$ cat config.mk
export PLATFORM = sky130hd
export DESIGN_NAME = seven_segment_to_binary
export DESIGN_NICKNAME = d
export VERILOG_FILES = /design/src/rtl/seven_segment_to_binary.sv
export SDC_FILE = /design/constraint.sdc
export NUM_CORES = 1
export LEC_CHECK = 0
export BUFFER_PORTS_ARGS = -buffer_cell sky130_fd_sc_hd__buf_4
export CAP_MARGIN = 20
export CORE_ASPECT_RATIO = 1.25
export CORE_MARGIN = 4
export CORE_UTILIZATION = 35
export DETAILED_ROUTE_END_ITERATION = 8
export PLACE_DENSITY = 0.58
export REMOVE_ABC_BUFFERS = 1
export SLEW_MARGIN = 30
export SYNTH_ARGS = -nofsm -noshare
export SYNTH_HDL_FRONTEND = slang
export SYNTH_SLANG_ARGS = --single-unit
$ cat constraint.sdc
create_clock -name i_Clk -period 3.5 [get_ports i_Clk]
set_input_delay 0.525 -clock i_Clk [delete_from_list [all_inputs] [get_ports i_Clk]]
set_output_delay 0.525 -clock i_Clk [all_outputs]
set_load 0.05 [all_outputs]
$ cat src/rtl/seven_segment_to_binary.sv
// seven_segment_to_binary: debounces a 7-segment bus and decodes stable patterns back to hex
module seven_segment_to_binary #(
    parameter int STABLE_COUNT = 4
) (
    input  logic       i_Clk,
    input  logic       i_Rst,
    input  logic       i_Segment_A,
    input  logic       i_Segment_B,
    input  logic       i_Segment_C,
    input  logic       i_Segment_D,
    input  logic       i_Segment_E,
    input  logic       i_Segment_F,
    input  logic       i_Segment_G,
    input  logic       i_Digit_Enable,
    output logic [3:0] o_Binary_Num,
    output logic       o_DV,
    output logic       o_Error,
    output logic       o_Blank,
    output logic       o_Locked
);
    typedef enum logic {S_COUNT, S_LOCKED} state_t;
    state_t     r_State, next_state;
    logic [6:0] r_Seg, r_Cand, r_Last, next_cand, last_d;
    logic [7:0] r_Count, next_count;
    logic       r_En, r_Last_Vld, last_vld_d;
    logic       new_pat, same_pat, hit, accept;
    logic [3:0] dec_val, bin_d;
    logic       dec_vld, dec_blank, dv_d, err_d, blank_d, locked_d;

    always_ff @(posedge i_Clk) begin
        if (i_Rst) begin
            r_Seg <= '0;
            r_En  <= 1'b0;
        end else begin
            r_Seg <= {i_Segment_A, i_Segment_B, i_Segment_C, i_Segment_D,
                      i_Segment_E, i_Segment_F, i_Segment_G};
            r_En  <= i_Digit_Enable;
        end
    end

    always_ff @(posedge i_Clk) begin
        if (i_Rst) begin
            r_State      <= S_COUNT;
            r_Cand       <= '0;
            r_Count      <= '0;
            r_Last       <= '0;
            r_Last_Vld   <= 1'b0;
            o_Binary_Num <= '0;
            o_DV         <= 1'b0;
            o_Error      <= 1'b0;
            o_Blank      <= 1'b0;
            o_Locked     <= 1'b0;
        end else begin
            r_State      <= next_state;
            r_Cand       <= next_cand;
            r_Count      <= next_count;
            r_Last       <= last_d;
            r_Last_Vld   <= last_vld_d;
            o_Binary_Num <= bin_d;
            o_DV         <= dv_d;
            o_Error      <= err_d;
            o_Blank      <= blank_d;
            o_Locked     <= locked_d;
        end
    end

    // On any accepting edge the accepted pattern equals r_Seg, so decode r_Seg directly
    always_comb begin
        new_pat    = r_En && (r_Seg != r_Cand);
        same_pat   = r_En && (r_Seg == r_Cand) && (r_State == S_COUNT);
        hit        = ({1'b0, r_Count} + 9'd1) == 9'(STABLE_COUNT);
        accept     = new_pat ? (STABLE_COUNT == 1) : (same_pat && hit);
        next_state = accept ? S_LOCKED : new_pat ? S_COUNT : r_State;
        next_cand  = new_pat ? r_Seg : r_Cand;
        next_count = new_pat ? 8'd1 : (same_pat && r_Count != 8'hFF) ? r_Count + 8'd1 : r_Count;
    end

    always_comb begin
        dec_val   = 4'h0;
        dec_vld   = 1'b1;
        dec_blank = (r_Seg == 7'h00);
        case (r_Seg)
            7'h7E: dec_val = 4'h0;
            7'h30: dec_val = 4'h1;
            7'h6D: dec_val = 4'h2;
            7'h79: dec_val = 4'h3;
            7'h33: dec_val = 4'h4;
            7'h5B: dec_val = 4'h5;
            7'h5F: dec_val = 4'h6;
            7'h70: dec_val = 4'h7;
            7'h7F: dec_val = 4'h8;
            7'h7B: dec_val = 4'h9;
            7'h77: dec_val = 4'hA;
            7'h1F: dec_val = 4'hB;
            7'h4E: dec_val = 4'hC;
            7'h3D: dec_val = 4'hD;
            7'h4F: dec_val = 4'hE;
            7'h47: dec_val = 4'hF;
            default: dec_vld = 1'b0;
        endcase
    end

    // Re-accepting the last valid digit (e.g. after a glitch) stays silent
    always_comb begin
        dv_d       = accept && dec_vld && ((r_Seg != r_Last) || !r_Last_Vld);
        err_d      = accept && !dec_vld && !dec_blank;
        bin_d      = (accept && dec_vld) ? dec_val : o_Binary_Num;
        blank_d    = accept ? dec_blank : o_Blank;
        locked_d   = accept ? 1'b1 : new_pat ? 1'b0 : o_Locked;
        last_d     = accept ? r_Seg : r_Last;
        last_vld_d = r_Last_Vld || (accept && dec_vld);
    end
endmodule

==> out/qor.txt, run 1 <==
Worst Skew = 0.00885 ns
GPL Wtd Cong = 0.793
row cnt = 31
CTS max path bufs = 2
Root Buffer Master = clkbuf_8
worst path bufs/invs = 0
worst setup margin = 1.15 ns
average wire per standard cell = 13.2 um
share of cells above drive strength 1 = 0.175
total negative slack = 0 ns
crit end category = flop
nets@finish = 239
syn_area_per_cell = 9.53 um2
first-pass GRT wire length = 6840 um
crit path launch type = flop
total gr overflow = 0
Port Buffers = 17
Setup-failing EPs final = 0
cell taking the most area after synthesis = dfxtp_1
router iterations before antenna repair = 4
clock latency on the worst-skew pair = 0.29 ns
DRT Wirelength = 3890 um
total leakage power = 0.833 nW
share of total power in combinational logic = 0.069
worst min-delay path class = input pin to flop
top cell type's share of synthesized area = 0.369
slowest cell delay on critical path = 0.77 ns
internal power = 626 uW
DRT iter0 DRCs = 41
Yosys cell types = 55
height of the die = 94.9 um
DR vias = 1,599
Routed Antenna Nets = 0
clock sink total = 39
Synth Flop Type = dfxtp_1
Setup Buffers After CTS = 0
worst-margin pin slew = 0.695 ns
Crit path required time = 3.73 ns
full die area = 7360 um2
largest cells by area after synthesis = dfxtp_1 (37%), mux2i_1 (8.0%), xor2_1 (3.7%)
H-Tree Depth = 2
area delta synth->final = 7.57%
Psw = 226 uW
status = complete, no violations
register area share after synthesis = 0.369
fmax = 425 MHz
Die W = 77.5 um
Synth Register Bits = 39
TritonCTS clock tree = built
synthesized area = 2120 um2
Clk network pwr share = 0.370
initial antenna violation count = 0
clock period minus worst slack = 2.35 ns
crit-path cells = xnor2_1, and4b_1, nand3_1, or4_1, a21oi_1
count leader, synth = dfxtp_1
mean number of vias per cell = 5.42
Ys Warns = 0
critical path arrival = 2.58 ns
# hold bufs at CTS = 0
share of synthesized flip-flops with an asynchronous set or reset = 0
CP max-delay cell = dfxtp_1
register share of total power = 0.560
clock buffer count from CTS = 5
number of I/O pins = 18
switch share = 0.266
Starting Density = 0.364
clock-pin slew on the worst setup and hold paths = 0.08 ns
Commonest cells post-synth = dfxtp_1 (39), nor2_1 (20), mux2i_1 (17)
Setup WS pre-CTS = 1.18 ns
Hold WS = 0.441 ns
via count of the first global-routing pass = 1,501
HPWL Detailed = 2660 um
Final Hold Fails = 0
fin crit share = 0.672
maximum number of pins on one net before global-route repair = 36
Max Cap Viol = 0
CP Class = flop to flop
detailed-route DRC error count = 0
post-synthesis cell count = 222
Overall Power = 852 uW
post_cts resized = 0
RSZ-0062 raised after global routing = no
Total Routing Usage GR = 0.116
Max VDD drop = 0.000264 V
Slew Limit Fails = 0
number of synthesized flops with an enable pin = 0
pwr/cell area = 374 nW/um2
core area = 5820 um2
CP max FO = 21
# diodes = 0
CP delay by family, top = simple AND/OR/NAND/NOR gates
Slew HR = 0.536
[worst paths after layout]
kind              startpoint               to  slack, ns  depth (start not counted)
max                 r_Seg[6]       r_Count[7]       1.15                          5
min           i_Digit_Enable             r_En       0.44                          2
max reg2reg         r_Seg[6]       r_Count[7]       1.15                          5
min reg2reg  o_Binary_Num[2]  o_Binary_Num[2]       0.47                          2
[power by group through the flow]
| stage | clock (mW) | combinational, mW | sequential, mW |
|---|---|---|---|
| after floorplan | 0 | 0.0403 | 0.480 |
| after global placement | 0 | 0.0592 | 0.488 |
| after detailed placement | 0 | 0.0599 | 0.488 |
| after CTS | 0.329 | 0.0600 | 0.477 |
| after global routing | 0.348 | 0.0668 | 0.480 |
| final | 0.315 | 0.0590 | 0.477 |
[through the flow]
stage	cell area (um2)	util	std cells
global route	2280	0.391	295
global placement	2180	0.375	287
detailed placement	2180	0.375	287
finish	2280	0.391	295
floorplan	1960	-	203
CTS	2280	0.391	295
[cells by family after synthesis]
kind of cell	Yosys count	synth area share
AND/OR/NAND/NOR	91	0.261
flip-flops	39	0.369
AO/OA/AOI/OAI	32	0.121
buffers and inverters	24	0.0828
multiplexers	19	0.0946
XOR/XNOR	16	0.0662
adder cells (fa/ha/maj)	1	0.00591
[final cells by class]
| type | instances | area (um2) |
|---|---|---|
| Fill cell | 601 | 3540 |
| Multi-Input combinational cell | 159 | 1170 |
| Sequential cell | 39 | 781 |
| Timing Repair Buffer | 18 | 135 |
| Tap cell | 66 | 82.6 |
| Clock buffer | 5 | 68.8 |
| Clock inverter | 3 | 23.8 |
| Inverter | 5 | 18.8 |
[sequential cells by signal, indices dropped and copies added (netlist names), 4 cells and up]
register and cells:
r_Cand 7, r_Last 7, r_Seg 7, r_Count 8
o_Binary_Num 4
[routing by layer]
layer  track usage  share of wire
met5             0              0
met4        0.0356          0.011
met3        0.0315          0.035
met2         0.210           0.49
met1         0.132           0.46
[cells in the final DEF (no fill, tap or decap), types with 5 or more instances in the layout]
cell type	instances
nand4_1	5
inv_1	5
buf_4	18
xnor2_1	7
nand2_1	7
a21oi_1	9
dfxtp_1	39
xor2_1	9
o21ai_0	5
clkbuf_8	5
mux2i_1	17
nor2b_1	8
nor4_1	5
nor2_1	20
nand3_1	9
No activity file was read; power rests on OpenSTA's default activity.
==> inputs of run 2 (changes only) <==
PLACE_DENSITY = 0.6   (was 0.58)
clock period = 2.1 ns   (was 3.5 ns; I/O delays follow)
==> run 2 against run 1 <==
  * Clock-buffer cell count grew 2
  * Register-to-register slack lost 1.0 ns
  * First-iteration DRC count shrank 24%
  * Sequential share of layout area shrank 1.5 points
  * Cell count grew 5.4%
  * Critical path type unchanged
  * Critical path depth is the same
  * Maximum frequency grew 20%
  * Clock power grew 57%
  * Cell area grew 6.0%
==> out/qor.txt, run 2 (synthesis gave the netlist of run 1 again) <==
worst setup margin = 0.140 ns (-1.01 ns)
Hold Crit Start = i_Segment_E
reg2reg end = o_Binary_Num[1]
worst-margin pin slew = 0.493 ns (-0.201 ns)
Max VDD drop = 0.000308 V (+17%)
# hold bufs at CTS = 0 (unchanged)
detailed-route DRC error count = 0 (unchanged)
number of I/O pins = 18 (unchanged)
reg2reg start = r_Seg[1]
fmax = 510 MHz (+20%)
initial antenna violation count = 0 (unchanged)
TritonCTS clock tree = built
critical path arrival = 2.15 ns (-0.43 ns)
full die area = 7360 um2 (unchanged)
clock latency on the worst-skew pair = 0.29 ns (about the same)
Starting Density = 0.364 (unchanged)
average wire per standard cell = 13.7 um (+3.5%)
fin crit share = 0.933 (+0.261)
Final Hold Fails = 0 (unchanged)
height of the die = 94.9 um (unchanged)
HPWL Detailed = 3040 um (+14%)
# diodes = 0 (unchanged)
Top reg by flops = r_Count
core area = 5820 um2 (unchanged)
router iterations before antenna repair = 4 (unchanged)
area delta synth->final = 14.1%
Max Cap Viol = 0 (unchanged)
Slew HR = 0.668 (+0.131)
CP max-delay cell = or4_1
first-pass GRT wire length = 7200 um (+5.3%)
Root Buffer Master = clkbuf_8
crit path launch type = flop
Util after Layout = 0.415 (+0.0237)
H-Tree Depth = 2 (unchanged)
clock buffer count from CTS = 5 (unchanged)
total leakage power = 0.924 nW (+11%)
Hold Path Stages = 2 (unchanged)
pwr/cell area = 584 nW/um2 (+56%)
Routed Antenna Nets = 0 (unchanged)
Worst Skew = 0.00659 ns (-0.00226 ns)
nets@finish = 255 (+6.7%)
Setup WS pre-CTS = 0.0122 ns (-1.17 ns)
Die W = 77.5 um (unchanged)
maximum number of pins on one net before global-route repair = 36 (unchanged)
DR vias = 1,639 (+2.5%)
worst min-delay path class = input pin to flop
via count of the first global-routing pass = 1,570 (+4.6%)
crit end category = flop
GPL Wtd Cong = 0.787 (-0.76%)
Total Routing Usage GR = 0.123 (+0.00720)
CP Class = flop to flop
r2r setup slk = 0.14 ns (-1.01 ns)
row cnt = 31 (unchanged)
mean number of vias per cell = 5.27 (-2.8%)
clock period minus worst slack = 1.96 ns (-0.393 ns)
share of cells above drive strength 1 = 0.249 (+0.0743)
Port Buffers = 17 (unchanged)
Crit path required time = 2.29 ns (-1.44 ns)
DRT iter0 DRCs = 31 (-24%)
RSZ-0062 raised after global routing = no
Setup-failing EPs final = 0 (unchanged)
clock sink total = 39 (unchanged)
Worst Reg2Reg Path Length in Cells = 5 (unchanged)
DRT Wirelength = 4250 um (+9.1%)
CP delay by family, top = compound AO/OA/AOI/OAI gates
number of flip-flops under the largest register name = 8 (unchanged)
CTS max path bufs = 2 (unchanged)
slowest cell delay on critical path = 0.54 ns (-0.23 ns)
total gr overflow = 0 (unchanged)
sink of the worst hold path = r_Seg[2]
worst path bufs/invs = 0 (unchanged)
crit-path cells = or4_1, a211o_1, o2111ai_2, o31ai_4, mux2_4
Slew Limit Fails = 0 (unchanged)
CP max FO = 14 (-33%)
most frequent cells in the layout = buf_4 (33), dfxtp_1 (33), nor2_1 (20)
status = complete, no violations
clock-pin slew on the worst setup and hold paths = 0.08 ns (about the same)
==> run 2: cell count changes in the layout (fill, tap and decap cells not counted), sizes merged <==
cell      before  now
inv            6    5
clkbuf         5    7
buf           18   34
clkinv         0    1
clkinvlp       2    0
==> run 2: worst max path at each step <==
stage,start,endpoint,slack (ns),cells after the start
after CTS,r_Seg[3],r_Last[6],0.04,6
after floorplan,r_Seg[3],o_Blank,-0.66,5
after global routing,r_Seg[1],o_DV,0.02,6
after detailed placement,r_Seg[2],r_Last[6],0.01,6
after global placement,r_Seg[2],o_DV,0.002,6
final,r_Seg[1],o_Binary_Num[1],0.14,5
==> run 2: final cells by class <==
class                   count  area [um2]
inverters                   5        18.8
fillers                   579        3400
flip-flops and latches     39         791
multi-input cells         159        1180
clock buffers               7        76.3
well taps                  66        82.6
repair buffers             34         259
clock inverters             1        5.00
==> run 2: repair_timing <==
item | CTS | global route
pin swaps | 0 | 1
cloned | 0 | 0
resized for setup | 1 | 9
setup buffers | 0 | 0
setup endpoints to repair | 2 | 17
==> run 2: stage by stage <==
stage	cells	power, mW	area (um2)	TNS [ns]	hold WS [ns]
2_1_floorplan	203	0.868	1960	-5.76	0.381
3_3_place_gp	303	0.930	2300	0	0.456
3_5_place_dp	303	0.931	2300	0	0.466
4_1_cts	311	1.43	2390	0	0.219
5_1_grt	311	1.48	2410	0	0.231
6_report	311	1.41	2410	0	0.230
==> run 2: worst reg2reg max path, stage by stage (launching register included) <==
cell,delay [ns]
dfxtp_2,0.40
or4_1,0.55
a211o_1,0.34
o2111ai_2,0.12
o31ai_4,0.13
mux2_4,0.32
==> run 2: power breakdown <==
group / total [mW] / switching (mW) / internal (mW) / leakage [nW]
clock network: 0.493 / 0.259 / 0.233 / 0.0422
logic: 0.131 / 0.0651 / 0.0659 / 0.563
registers: 0.786 / 0.0313 / 0.754 / 0.319
total: 1.41 / 0.356 / 1.05 / 0.924
==> run 2: routing by layer <==
| layer | vias up | track usage | part of all wire |
|---|---|---|---|
| met1 | 765 | 0.144 | 0.45 |
| met5 | - | 0 | 0 |
| met2 | 25 | 0.209 | 0.49 |
| met3 | 9 | 0.0305 | 0.029 |
| met4 | 0 | 0.0623 | 0.024 |
| li1 | 840 | - | - |
==> inputs of run 3 (changes only) <==
CORE_MARGIN = not set   (was 4)
PLACE_DENSITY = 0.58   (was 0.6)
clock period = 2.25 ns   (was 2.1 ns; I/O delays follow)
==> run 3 against run 2 <==
  * Sequential power is 7.0% lower
  * Hold slack better by 0.015 ns
  * Non-clock buffer count is 4 lower
  * Via count is 0.85% lower
  * First-iteration DRC count grew to 2.5 times the previous value
  * Flip-flop and latch count stayed put
  * Clock skew is 0.0013 ns higher
  * Routed wire length is 1.2% higher
  * Sequential share of layout area is 0.32 points higher
  * Clock-buffer cell count is 2 lower
  * Combinational power is 8% lower
  * Critical endpoint unchanged
  * Register-to-register slack better by 0.04 ns
==> out/qor.txt, run 3 (synthesis gave the netlist of run 1 again) <==
worst-margin pin slew = 0.474 ns (-0.0192 ns)
clock-pin slew on the worst setup and hold paths = 0.08 ns (about the same)
register share of total power = 0.549 (-0.008)
post-route insts no fill = 307 (-1.3%)
router iterations before antenna repair = 4 (unchanged)
maximum number of pins on one net before global-route repair = 36 (unchanged)
Top reg by flops = r_Count
status = complete, no violations
average wire per standard cell = 14.0 um (+2.5%)
mean number of vias per cell = 5.29 (+0.44%)
nets@finish = 251 (-1.6%)
core area = 5820 um2 (unchanged)
Total Routing Usage GR = 0.149 (+0.0264)
TritonCTS clock tree = built
slowest cell delay on critical path = 0.61 ns (+0.07 ns)
most common cell after layout, fill and taps aside = dfxtp_1
# diodes = 0 (unchanged)
Port Buffers = 17 (unchanged)
Routed Antenna Nets = 0 (unchanged)
CP max-delay cell = dfxtp_1
Crit. path cell count = 5 (unchanged)
critical path arrival = 2.25 ns (+0.10 ns)
Worst Reg2Reg Path Length in Cells = 5 (unchanged)
number of I/O pins = 18 (unchanged)
area delta synth->final = 11.9%
share of total power in combinational logic = 0.091 (-0.002)
first-pass GRT wire length = 7270 um (+1.1%)
Hold Path Stages = 2 (unchanged)
clock sink total = 39 (unchanged)
via count of the first global-routing pass = 1,561 (-0.57%)
Psw = 352 uW (-1.1%)
initial antenna violation count = 0 (unchanged)
fin crit share = 0.918 (-0.0154)
internal power = 980 uW (-7.0%)
Die W = 71.5 um (-7.7%)
clock latency on the worst-skew pair = 0.30 ns (about the same)
GRT met3 Usage = 0.0395 (+0.00892)
CP max FO = 13 (-1)
Clk network pwr share = 0.360 (+0.010)
total leakage power = 0.891 nW (-3.7%)
DRT iter0 DRCs = 79 (+150%)
CP Class = flop to flop
height of the die = 88.9 um (-6.3%)
RSZ-0062 raised after global routing = no
DR vias = 1,625 (-0.85%)
Overall Power = 1.33 mW (-5.5%)
worst min-delay path class = input pin to flop
crit-path cells = and2b_2, nand3_2, o311ai_2, o31ai_4, mux2_4
H-Tree Depth = 2 (unchanged)
total gr overflow = 0 (unchanged)
Crit path required time = 2.44 ns (+0.15 ns)
clock buffer count from CTS = 5 (unchanged)
routing usage on met2 = 0.260 (+0.0508)
row cnt = 31 (unchanged)
Final Hold Fails = 0 (unchanged)
number of flip-flops under the largest register name = 8 (unchanged)
full die area = 6360 um2 (-14%)
detailed-route DRC error count = 0 (unchanged)
Filler cells = 618 (+6.7%)
crit path launch type = flop
switch share = 0.264 (+0.0118)
Slew Limit Fails = 0 (unchanged)
CP delay by family, top = flip-flops
CTS max path bufs = 2 (unchanged)
placed cells = 299 (-1.3%)
clock period minus worst slack = 2.07 ns (+0.105 ns)
GR peak layer = met2
GPL Wtd Cong = 0.833 (+5.8%)
Worst Skew = 0.00788 ns (+0.00130 ns)
worst path bufs/invs = 0 (unchanged)
GR Layer Usage met1 = 0.173 (+0.0290)
fmax = 484 MHz (-5.1%)
most frequent cells in the layout = dfxtp_1 (37), buf_4 (30), nor2_1 (20)
Max VDD drop = 0.000294 V (-4.5%)
HPWL Detailed = 3050 um (+0.20%)
DRT Wirelength = 4300 um (+1.2%)
crit end category = flop
Setup-failing EPs final = 0 (unchanged)
Max Cap Viol = 0 (unchanged)
pwr/cell area = 562 nW/um2 (-3.7%)
Root Buffer Master = clkbuf_8
share of cells above drive strength 1 = 0.228 (-0.0208)
Slew HR = 0.684 (+0.0163)
Starting Density = 0.364 (unchanged)
-- run 3: changes by cell type in the layout (fill, tap and decap cells not counted), sizes merged --
cell / change
buf: -4
clkbuf: -2
clkinvlp: +2
-- run 3: what timing repair did --
action                                  4_1_cts  5_1_grt
buffers inserted                              0        0
hold buffers                                  0        0
resized for setup                             0        3
endpoints found under the setup margin        0        9
-- run 3: worst register-to-register path: stages, from the launching register on --
cell and delay [ns]:
dfxtp_1 0.61, and2b_2 0.30, nand3_2 0.10, o311ai_2 0.13
o31ai_4 0.48, mux2_4 0.34
-- run 3: power groups by stage --
| stage | logic (mW) | clock network, mW | registers [mW] |
|---|---|---|---|
| finish | 0.121 | 0.479 | 0.731 |
| detailed placement | 0.122 | 0 | 0.747 |
| floorplan | 0.0627 | 0 | 0.747 |
| CTS | 0.123 | 0.494 | 0.731 |
| global placement | 0.122 | 0 | 0.747 |
| global route | 0.135 | 0.528 | 0.735 |
-- run 3: worst paths after layout --
path              slack (ns)             from              end
hold / removal          0.24      i_Segment_C         r_Seg[4]
hold reg to reg         0.46  o_Binary_Num[2]  o_Binary_Num[2]
setup / recovery        0.18         r_Seg[2]  o_Binary_Num[1]
setup reg to reg        0.18         r_Seg[2]  o_Binary_Num[1]
-- run 3: per-stage QoR --
stage	utilization	worst slack, ns	cell area, um2	hold slack, ns	setup TNS, ns
2_1_floorplan	-	-0.514	1960	0.404	-4.41
3_3_place_gp	0.391	0.147	2270	0.459	0
3_5_place_dp	0.391	0.141	2270	0.455	0
4_1_cts	0.406	0.116	2360	0.238	0
5_1_grt	0.407	0.00666	2370	0.247	0
6_report	0.407	0.185	2370	0.244	0
-- run 3: final cells by class --
| cell class | instances | area [um2] | area share |
|---|---|---|---|
| multi-input combinational | 159 | 1170 | 0.494 |
| clock inverter | 3 | 20.0 | 0.00846 |
| tap | 66 | 82.6 | 0.0349 |
| clock buffer | 5 | 68.8 | 0.0291 |
| inverter | 5 | 18.8 | 0.00793 |
| sequential | 39 | 783 | 0.331 |
| timing repair buffer | 30 | 225 | 0.0951 |
-- run 3: routing by layer --
| layer | part of all wire | vias to the layer above | routed length (um) |
|---|---|---|---|
| li1 | - | 833 | - |
| met1 | 0.46 | 760 | 2000 |
| met2 | 0.48 | 26 | 2080 |
| met3 | 0.030 | 6 | 131 |
| met4 | 0.020 | 0 | 88 |
| met5 | 0 | - | 0 |
